**src/rtl/tl_pkg.sv**
```systemverilog
// Shared phase encoding and default timing for the intersection controller.
package tl_pkg;

  localparam int unsigned PHASE_W      = 2;
  localparam int unsigned LFSR_W       = 7;
  localparam int unsigned GREEN_T_DEF  = 20;
  localparam int unsigned YELLOW_T_DEF = 3;
  localparam int unsigned ALLRED_T_DEF = 1;
  localparam int unsigned GAP_T_DEF    = 4;
  localparam int unsigned JITTER_W_DEF = 2;
  localparam logic [LFSR_W-1:0] SEED_DEF = 7'h5A;

  typedef enum logic [PHASE_W-1:0] {
    TL_IDLE   = 2'd0,
    TL_GREEN  = 2'd1,
    TL_YELLOW = 2'd2,
    TL_ALLRED = 2'd3
  } tl_phase_e;

endpackage

```
**src/rtl/traffic_light_ctrl_if.sv**
```systemverilog
// Sensor-in / lamp-out bundle between lane sensors, controller and lamp drivers.
interface tl_if #(
  parameter int unsigned N_LANES = 4,
  parameter int unsigned CNT_W   = 5,
  parameter int unsigned LANE_W  = $clog2(N_LANES)
) ();

  logic [N_LANES-1:0] car_i;
  logic [N_LANES-1:0] green_o;
  logic [N_LANES-1:0] yellow_o;
  logic [LANE_W-1:0]  active_lane_o;
  logic [1:0]         phase_o;
  logic [CNT_W-1:0]   count_down_o;

  modport master (
    output car_i,
    input  green_o, yellow_o, active_lane_o, phase_o, count_down_o
  );

  modport slave (
    input  car_i,
    output green_o, yellow_o, active_lane_o, phase_o, count_down_o
  );

endinterface

```
**src/rtl/tl_lfsr.sv**
```systemverilog
// Free-running 7-bit Fibonacci LFSR (x^7+x^6+1) supplying green-time jitter.
module tl_lfsr
  import tl_pkg::*;
#(
  parameter logic [LFSR_W-1:0] SEED = SEED_DEF
) (
  input  logic              clk,
  input  logic              rst_n,
  output logic [LFSR_W-1:0] q
);

  always_ff @(posedge clk or negedge rst_n) begin
    if (!rst_n) q <= SEED;
    else        q <= {q[5:0], q[6] ^ q[5]};
  end

endmodule

```
**src/rtl/traffic_light_ctrl.sv**
```systemverilog
// Round-robin intersection controller: GREEN -> YELLOW -> ALL_RED per grant, with gap-out.
// Optional green jitter from an LFSR is enabled by defining TL_LFSR_JITTER_EN.
module traffic_light_ctrl
  import tl_pkg::*;
#(
  parameter int unsigned N_LANES  = 4,
  parameter int unsigned CNT_W    = 5,
  parameter int unsigned GREEN_T  = GREEN_T_DEF,
  parameter int unsigned YELLOW_T = YELLOW_T_DEF,
  parameter int unsigned ALLRED_T = ALLRED_T_DEF,
  parameter int unsigned GAP_T    = GAP_T_DEF
`ifdef TL_LFSR_JITTER_EN
  ,
  parameter int unsigned       JITTER_W = JITTER_W_DEF,
  parameter logic [LFSR_W-1:0] SEED     = SEED_DEF
`endif
) (
  input  logic clk,
  input  logic rst_n,
  tl_if.slave  bus
);

  localparam int unsigned LANE_W = $clog2(N_LANES);

  tl_phase_e          phase_q, phase_n;
  logic [CNT_W-1:0]   cnt_q, cnt_n;
  logic [LANE_W-1:0]  lane_q, lane_n;
  logic [N_LANES-1:0] green_q, green_n;
  logic [N_LANES-1:0] yellow_q, yellow_n;
  logic [CNT_W-1:0]   green_load;
  logic [LANE_W-1:0]  pick;
  logic [N_LANES-1:0] cur_mask;
  logic               any_car;
  logic               gap_out;

  // First requesting lane after `last`, wrapping; `last` itself is checked last.
  function automatic logic [LANE_W-1:0] rr_pick(input logic [N_LANES-1:0] req,
                                                input logic [LANE_W-1:0]  last);
    int idx;
    rr_pick = last;
    for (int i = int'(N_LANES); i >= 1; i--) begin
      idx = (int'(last) + i) % int'(N_LANES);
      if (req[idx]) rr_pick = LANE_W'(idx);
    end
  endfunction

  function automatic logic [N_LANES-1:0] lane_mask(input logic [LANE_W-1:0] lane);
    lane_mask = N_LANES'(1) << lane;
  endfunction

`ifdef TL_LFSR_JITTER_EN
  logic [LFSR_W-1:0] lfsr_q;

  tl_lfsr #(.SEED(SEED)) u_lfsr (
    .clk   (clk),
    .rst_n (rst_n),
    .q     (lfsr_q)
  );

  assign green_load = CNT_W'(GREEN_T - 1) + CNT_W'(lfsr_q[JITTER_W-1:0]);
`else
  assign green_load = CNT_W'(GREEN_T - 1);
`endif

  assign any_car  = |bus.car_i;
  assign pick     = rr_pick(bus.car_i, lane_q);
  assign cur_mask = lane_mask(lane_q);
  assign gap_out  = ((bus.car_i & cur_mask) == '0) && (cnt_q > CNT_W'(GAP_T))
                    && ((bus.car_i & ~cur_mask) != '0);

  always_ff @(posedge clk or negedge rst_n) begin
    if (!rst_n) begin
      phase_q  <= TL_IDLE;
      cnt_q    <= '0;
      lane_q   <= LANE_W'(N_LANES - 1);
      green_q  <= '0;
      yellow_q <= '0;
    end else begin
      phase_q  <= phase_n;
      cnt_q    <= cnt_n;
      lane_q   <= lane_n;
      green_q  <= green_n;
      yellow_q <= yellow_n;
    end
  end

  // Next state, counter and lamp values; lamps follow the state they belong to.
  always_comb begin
    phase_n  = phase_q;
    cnt_n    = cnt_q;
    lane_n   = lane_q;
    green_n  = '0;
    yellow_n = '0;
    unique case (phase_q)
      TL_IDLE: begin
        if (any_car) begin
          phase_n = TL_GREEN;
          lane_n  = pick;
          cnt_n   = green_load;
          green_n = lane_mask(pick);
        end
      end
      TL_GREEN: begin
        if (cnt_q == '0) begin
          phase_n  = TL_YELLOW;
          cnt_n    = CNT_W'(YELLOW_T - 1);
          yellow_n = cur_mask;
        end else begin
          cnt_n   = gap_out ? CNT_W'(GAP_T) : cnt_q - CNT_W'(1);
          green_n = cur_mask;
        end
      end
      TL_YELLOW: begin
        if (cnt_q == '0) begin
          phase_n = TL_ALLRED;
          cnt_n   = CNT_W'(ALLRED_T - 1);
        end else begin
          cnt_n    = cnt_q - CNT_W'(1);
          yellow_n = cur_mask;
        end
      end
      TL_ALLRED: begin
        if (cnt_q != '0) begin
          cnt_n = cnt_q - CNT_W'(1);
        end else if (any_car) begin
          phase_n = TL_GREEN;
          lane_n  = pick;
          cnt_n   = green_load;
          green_n = lane_mask(pick);
        end else begin
          phase_n = TL_IDLE;
          cnt_n   = '0;
        end
      end
      default: begin
        phase_n = TL_IDLE;
        cnt_n   = '0;
      end
    endcase
  end

  assign bus.green_o       = green_q;
  assign bus.yellow_o      = yellow_q;
  assign bus.active_lane_o = lane_q;
  assign bus.phase_o       = phase_q;
  assign bus.count_down_o  = cnt_q;

endmodule

```
**src/flat_wrapper.sv**
```systemverilog
// flat-port wrapper written by rule: the top's interface ports become plain ports
module traffic_light_ctrl_flat import tl_pkg::*;
#(
  parameter int unsigned N_LANES  = 4,
  parameter int unsigned CNT_W    = 5,
  parameter int unsigned GREEN_T  = GREEN_T_DEF,
  parameter int unsigned YELLOW_T = YELLOW_T_DEF,
  parameter int unsigned ALLRED_T = ALLRED_T_DEF,
  parameter int unsigned GAP_T    = GAP_T_DEF

)
  (clk, rst_n, bus_car_i, bus_green_o, bus_yellow_o, bus_active_lane_o, bus_phase_o, bus_count_down_o);
  tl_if #(.N_LANES(N_LANES), .CNT_W(CNT_W)) bus_i ();
  input  logic clk;
  input  logic rst_n;
  input wire logic [$bits(bus_i.car_i)-1:0] bus_car_i;
  output wire logic [$bits(bus_i.green_o)-1:0] bus_green_o;
  output wire logic [$bits(bus_i.yellow_o)-1:0] bus_yellow_o;
  output wire logic [$bits(bus_i.active_lane_o)-1:0] bus_active_lane_o;
  output wire logic [$bits(bus_i.phase_o)-1:0] bus_phase_o;
  output wire logic [$bits(bus_i.count_down_o)-1:0] bus_count_down_o;
  assign bus_i.car_i = bus_car_i;
  assign bus_green_o = bus_i.green_o;
  assign bus_yellow_o = bus_i.yellow_o;
  assign bus_active_lane_o = bus_i.active_lane_o;
  assign bus_phase_o = bus_i.phase_o;
  assign bus_count_down_o = bus_i.count_down_o;
  traffic_light_ctrl #(.N_LANES(N_LANES), .CNT_W(CNT_W), .GREEN_T(GREEN_T), .YELLOW_T(YELLOW_T), .ALLRED_T(ALLRED_T), .GAP_T(GAP_T)) u_core (.clk(clk), .rst_n(rst_n), .bus(bus_i));
endmodule
```
**config.mk**
```make
export PLATFORM = sky130hd
export DESIGN_NAME = traffic_light_ctrl_flat
export DESIGN_NICKNAME = d
export VERILOG_FILES = /design/src/rtl/tl_pkg.sv /design/src/rtl/traffic_light_ctrl_if.sv /design/src/rtl/tl_lfsr.sv /design/src/rtl/traffic_light_ctrl.sv /design/src/flat_wrapper.sv
export SDC_FILE = /design/constraint.sdc
export NUM_CORES = 1
export LEC_CHECK = 0
export CAP_MARGIN = 10
export CELL_PAD_IN_SITES_DETAIL_PLACEMENT = 0
export CELL_PAD_IN_SITES_GLOBAL_PLACEMENT = 1
export CORE_MARGIN = 4
export CORE_UTILIZATION = 40
export DETAILED_ROUTE_END_ITERATION = 10
export PLACE_DENSITY_LB_ADDON = 0.1
export SLEW_MARGIN = 20
export SYNTH_ARGS = -nofsm -noshare
export SYNTH_HDL_FRONTEND = slang
export SYNTH_SLANG_ARGS = --single-unit
```
**constraint.sdc**
```tcl
create_clock -name clk -period 3.15 [get_ports clk]
set_clock_uncertainty 0.1 [all_clocks]
set_input_delay 0.945 -clock clk [delete_from_list [all_inputs] [get_ports clk]]
set_output_delay 0.945 -clock clk [all_outputs]
set_load 0.1 [all_outputs]
```
* Word level (Yosys, flattened, before mapping) *
Cells that the tools add are included.

storage, ports and cells
  bits of input ports = 6
  flip-flop bits (word level) = 17

cells by class
  bitwise gates (word level) = 7
  reductions and logical operators = 15
  order comparisons = 5
  muxes and demuxes = 38
  add/sub/neg operators = 5
  shift-type cells = 2
  equality and inequality tests = 7

operators by type and width
  kind                   number
  $mux W5                6
  $mux W2                10
  $pmux W5 S4            1
  $lt A3 B4 Y1 const B   4
  $mux W4                4
  $pmux W4 S3            1
  $mux W1                9
  $and A4 B4 Y4          2
  $bmux W1 S2            4
  $pmux W2 S4            1
  $pmux W4 S2            1
  $reduce_or A2 Y1       4
  $shl A1 B2 Y4 const A  2
  $ne A2 B1 Y1 const B   3
  $gt A5 B3 Y1 const B   1
  $logic_not A5 Y1       1
  $reduce_bool A5 Y1     1
  $sub A5 B1 Y5 const B  1
  $add A2 B1 Y2 const B  2
  $add A2 B2 Y2 const B  2
  $and A1 B1 Y1 const A  4
  $eq A2 B2 Y1 const B   2
  $logic_not A4 Y1       1
  $not A4 Y4             1
  10 further kinds       11

* Depth between registers and ports, before layout *
  depth after elaboration = 14
  gate-level depth with buffers = 8

* Worst setup path before layout *
Ideal clock, no wire load.

  kind = register to register
  start point = reg u_core.lane_q[0] (netlist: u_core.bus.active_lane_o[0])
  end point = reg u_core.green_q[2] (netlist: u_core.bus.green_o[2])
  path buffers = 1
  stages on the path, launching flop included = 9
  data arrival time = 2.615 ns
  period minus slack after synthesis = 2.783 ns
  slack = 0.367 ns
  path through = dfstp_2 > buf_2 > inv_2 > ha_1 > inv_2 > a221o_1 > a221o_1 > o21ai_1 > a32o_1

between the ends
  longest elaborated chain between the ends = 12
  elaborated cells between the ends (all ways) = 26

ends and longest elaborated chain
  item                                         RTL line                                             source
  start: declaration                           traffic_light_ctrl.sv:27                             logic [LANE_W-1:0] lane_q, lane_n;
  start signal: assignment                     traffic_light_ctrl.sv:75                             lane_q <= LANE_W'(N_LANES - 1);
  start signal: assignment                     traffic_light_ctrl.sv:81                             lane_q <= lane_n;
  $add A2 B1 Y2                                traffic_light_ctrl.sv:42                             idx = (int'(last) + i) % int'(N_LANES);
  $bmux W1 S2                                  traffic_light_ctrl.sv:43                             if (req[idx]) rr_pick = LANE_W'(idx);
  $mux W1 (not written as such) (2 in series)  traffic_light_ctrl.sv:43
  $mux W2 (4 in series)                        traffic_light_ctrl.sv:43
  $shl A1 B2 Y4                                traffic_light_ctrl.sv:48                             lane_mask = N_LANES'(1) << lane;
  $mux W4                                      traffic_light_ctrl.sv:96, traffic_light_ctrl.sv:125
  $mux W4                                      traffic_light_ctrl.sv:123                            if (cnt_q != '0) begin
  $pmux W4 S3 *                                traffic_light_ctrl.sv:94                             unique case (phase_q)
  net u_core.green_n[2]                        traffic_light_ctrl.sv:28                             logic [N_LANES-1:0] green_q, green_n;
  end signal: assignment                       traffic_light_ctrl.sv:82                             green_q <= green_n;
  end: declaration                             traffic_light_ctrl.sv:28

Mark *: on every way through the listed nets, which the timed path passes. The rest lies on a longest branch. The select of a mux whose other input is x is not followed.
A chain may end at the register's enable or synchronous reset.

* Final worst setup path *
  start point = in bus_car_i[2]
  end point = reg u_core.cnt_q[1] (netlist: u_core.bus.count_down_o[1])

between the ends
  longest elaborated chain between the ends = 7
  elaborated cells between the ends (all ways) = 13

ends and longest elaborated chain
  item                    RTL line                   source
  start: declaration      flat_wrapper.sv:16         input wire logic [$bits(bus_i.car_i)-1:0] bus_car_i;
  $and A4 B4 Y4           traffic_light_ctrl.sv:68   assign gap_out = ((bus.car_i & cur_mask) == '0) && (cnt_q > CNT_W'(GAP_T))
  $logic_not A4 Y1        traffic_light_ctrl.sv:68
  $logic_and A1 B1 Y1     traffic_light_ctrl.sv:68
  $logic_and A1 B1 Y1     traffic_light_ctrl.sv:69   && ((bus.car_i & ~cur_mask) != '0);
  $mux W5                 traffic_light_ctrl.sv:109  cnt_n = gap_out ? CNT_W'(GAP_T) : cnt_q - CNT_W'(1);
  $mux W5                 traffic_light_ctrl.sv:104  if (cnt_q == '0) begin
  $pmux W5 S4             traffic_light_ctrl.sv:94
  end signal: assignment  traffic_light_ctrl.sv:80   cnt_q <= cnt_n;
  end: declaration        traffic_light_ctrl.sv:26   logic [CNT_W-1:0] cnt_q, cnt_n;

Parallel ways exist; a longest one is shown, timed or not.

==> out/metrics.yaml <==
critical_path:
  crit_family: "simple AND/OR/NAND/NOR gates"
  path_cells: "clkdlybuf4s50_1 > or4_4 > o21ai_2 > o21ai_1 > a2111oi_2 > a311oi_1"
  r2r-start: "u_core.bus.active_lane_o[0]"
  worstReg2RegEnd: "u_core.bus.green_o[2]"
  r2r_slack_ns: 0.58
  path_max_fanout: 8
  slowest_stage: "or4_4"
  worstSetupPathType: "primary input to register"
  path_buf_inv: 1
  startpoint_type: "primary input"
  crit_arrival_ns: 2.70
  ff2ff_path_depth: 7
  worstPathRequired_ns: 3.20
  end_kind: "register"
  cp_slowest_stage_delay_ns: 0.63
finish:
  layout-drive-gt1-share_pct: 22.09
  insertedDiodeCount: 0
  fillers: 329
  area_delta_synth_final_pct: 15.99
  multi_input_area_um2: 817.0
  nets: 182
  final-seq-area_um2: 427.9
  stdcell_area_um2: 1562
place:
  pre_cts_slack_ns: 0.1829
  place_area_um2: 1534
  hpwl_um: 2410
  gp_congestion: 0.8764
  portBuffers: 22
global_route:
  grt_pass1_wl_um: 5375
  antenna_found_initial: 0
  grt_pass1_vias: 1101
  grt_use_total_pct: 15.92
  grt_max_degree: 18
  grt_overflow: 0
sta:
  setup_tns_ns: 0
  worst_slew_pin_slew_ns: 0.7523
  fmax_ghz: 0.3771
  fin_ws_ns: 0.4984
  maxSlewViolCount: 0
  rsz0062_at_grt: "no"
  layout_min_cycle_time_ns: 2.652
  maxSlewHeadroom_pct: 49.69
  hold_viol: 0
  finalSetupViolations: 0
  hold_ws_ns: 0.5074
  post-route-period-util_pct: 84.18
run_status:
  status: "complete, no violations"
synth:
  muxShareOfSynthArea_pct: 6.970
  syn-num-nets: 163
  yosysMostFrequentCell: "dfrtp_1"
  ys_top_cells_by_area: "dfrtp_1 (28%), ha_1 (11%), mux2i_1 (4.5%)"
  synth_area_leader_cell: "dfrtp_1"
  yosysWarnings: 0
  synth.top_cell.area_share_pct: 27.88
  synth_top_family_by_area: "compound AO/OA/AOI/OAI gates"
  ys_top_cells_by_count: "dfrtp_1 (15), ha_1 (12), nand2_1 (10), nor2_1 (10), inv_1 (9)"
  syn_area_per_cell_um2: 9.285
  netlist_instances: 145
  synth_seq_area_share_pct: 31.78
  synth-compound-area-share_pct: 23.23
  synth_fa_ha_area_share_pct: 11.15
  post_synth_num_cell_types: 49
  synth-seq-cells: 17
  syn-cell-area_um2: 1346
  async_flop_share_pct: 100.0
  synth_edf_count: 0
  synth_simple_gate_area_share_pct: 18.03
  ys.flop_type: "dfrtp_1"
  synth_xor_xnor_area_share_pct: 1.301
clocking:
  holdBufCountCts: 0
  cts_max_level: 1
  clockBufferDepth: 2
  path_clk_slew_ns: 0.10
  cts_setup_buffers: 0
  insertion_delay_ns: 0.29
  cts.sinks: 17
  post_cts_resized: 0
  cts_tree: "built"
  clockRootBuffer: "clkbuf_4"
  cts_buffers: 3
floorplan:
  dieArea_um2: 4358
  io_pins: 23
  row_count: 20
  core_region_area_um2: 3128
  fp.dieW_um: 66.02
  start_util_pct: 43.04
  dieHeight_um: 66.02
route:
  routedLengthMet1_um: 1616
  top_layer_used: "met4"
  antenna_left: 0
  met3_length_um: 139
  avgRoutedWirePerCell_um: 15.08
  vias: 1137
  drc_errors: 0
  postRouteWirelength_um: 3122
  initialDrtViolationCount: 33
  viasPerCell: 5.493
  met2RoutedLength_um: 1352
  first_pass_iters: 4
job:
  max_cap_viol_count: 0
min_path:
  hold_path_depth: 1
  worstHoldEndpoint: "u_core.bus.count_down_o[0]"
  hp-class: "register to register"
  hp-start: "u_core.bus.count_down_o[0]"
-- state kept, by name (all words and copies together) (netlist names) --
register                  cells
u_core.bus.active_lane_o      2
u_core.bus.count_down_o       5
u_core.bus.green_o            4
u_core.bus.phase_o            2
u_core.bus.yellow_o           4
-- layout make-up --
class	count	area share [%]
inverter	11	2.644
sequential	17	27.40
multi-input combinational	107	52.32
clock inverter	1	0.3205
tap	44	3.526
timing repair buffer	24	12.34
clock buffer	3	1.442
-- through the flow --
| stage | std cells | util (%) |
|---|---|---|
| 3_5_place_dp | 203 | 49.04 |
| 2_1_floorplan | 145 | - |
| 5_1_grt | 207 | 49.92 |
| 3_3_place_gp | 203 | 49.04 |
| 4_1_cts | 207 | 49.92 |
| 6_report | 207 | 49.92 |
-- worst max path at each step --
stage / from / endpoint / cells after the start
2_1_floorplan: u_core.bus.active_lane_o[0] / u_core.bus.green_o[2] / 8
4_1_cts: bus_car_i[2] / u_core.bus.count_down_o[1] / 6
5_1_grt: bus_car_i[2] / u_core.bus.count_down_o[1] / 6
3_3_place_gp: bus_car_i[2] / u_core.bus.count_down_o[1] / 6
6_report: bus_car_i[2] / u_core.bus.count_down_o[1] / 6
3_5_place_dp: bus_car_i[2] / u_core.bus.count_down_o[1] / 6
-- placed cells by master (no fill, tap or decap), types with 2 or more instances in the layout --
master,netlist,routed
buf_4,1,19
dfrtp_1,15,15
ha_1,12,12
nor2_1,10,10
nand2_1,10,10
inv_1,9,9
nor3_1,7,7
nand3_1,6,6
mux2i_1,6,6
o21ai_0,6,6
clkdlybuf4s50_1,0,5
a21oi_1,4,4
a221o_1,3,3
a32o_1,3,3
o31ai_1,3,3
a31oi_1,3,3
a21boi_0,3,3
clkbuf_4,0,3
inv_2,2,2
mux2_1,2,2
o21ai_1,2,2
and2_1,2,2
dfstp_2,2,2
-- routing by layer --
layer / track usage (%) / up-vias
met1: 22.93 / 540
li1: - / 566
met4: 3.807 / 0
met2: 24.66 / 29
met3: 2.721 / 2
met5: 0 / -
-- logic make-up after synthesis --
| family | count (synthesis) |
|---|---|
| AO/OA/AOI/OAI | 41 |
| XOR/XNOR | 2 |
| adder cells (fa/ha/maj) | 12 |
| buffers and inverters | 21 |
| flip-flops | 17 |
| multiplexers | 9 |
| AND/OR/NAND/NOR | 43 |
Power is not shown: default switching activity piles up to over one toggle a cycle in this logic, so the estimate is an artifact.
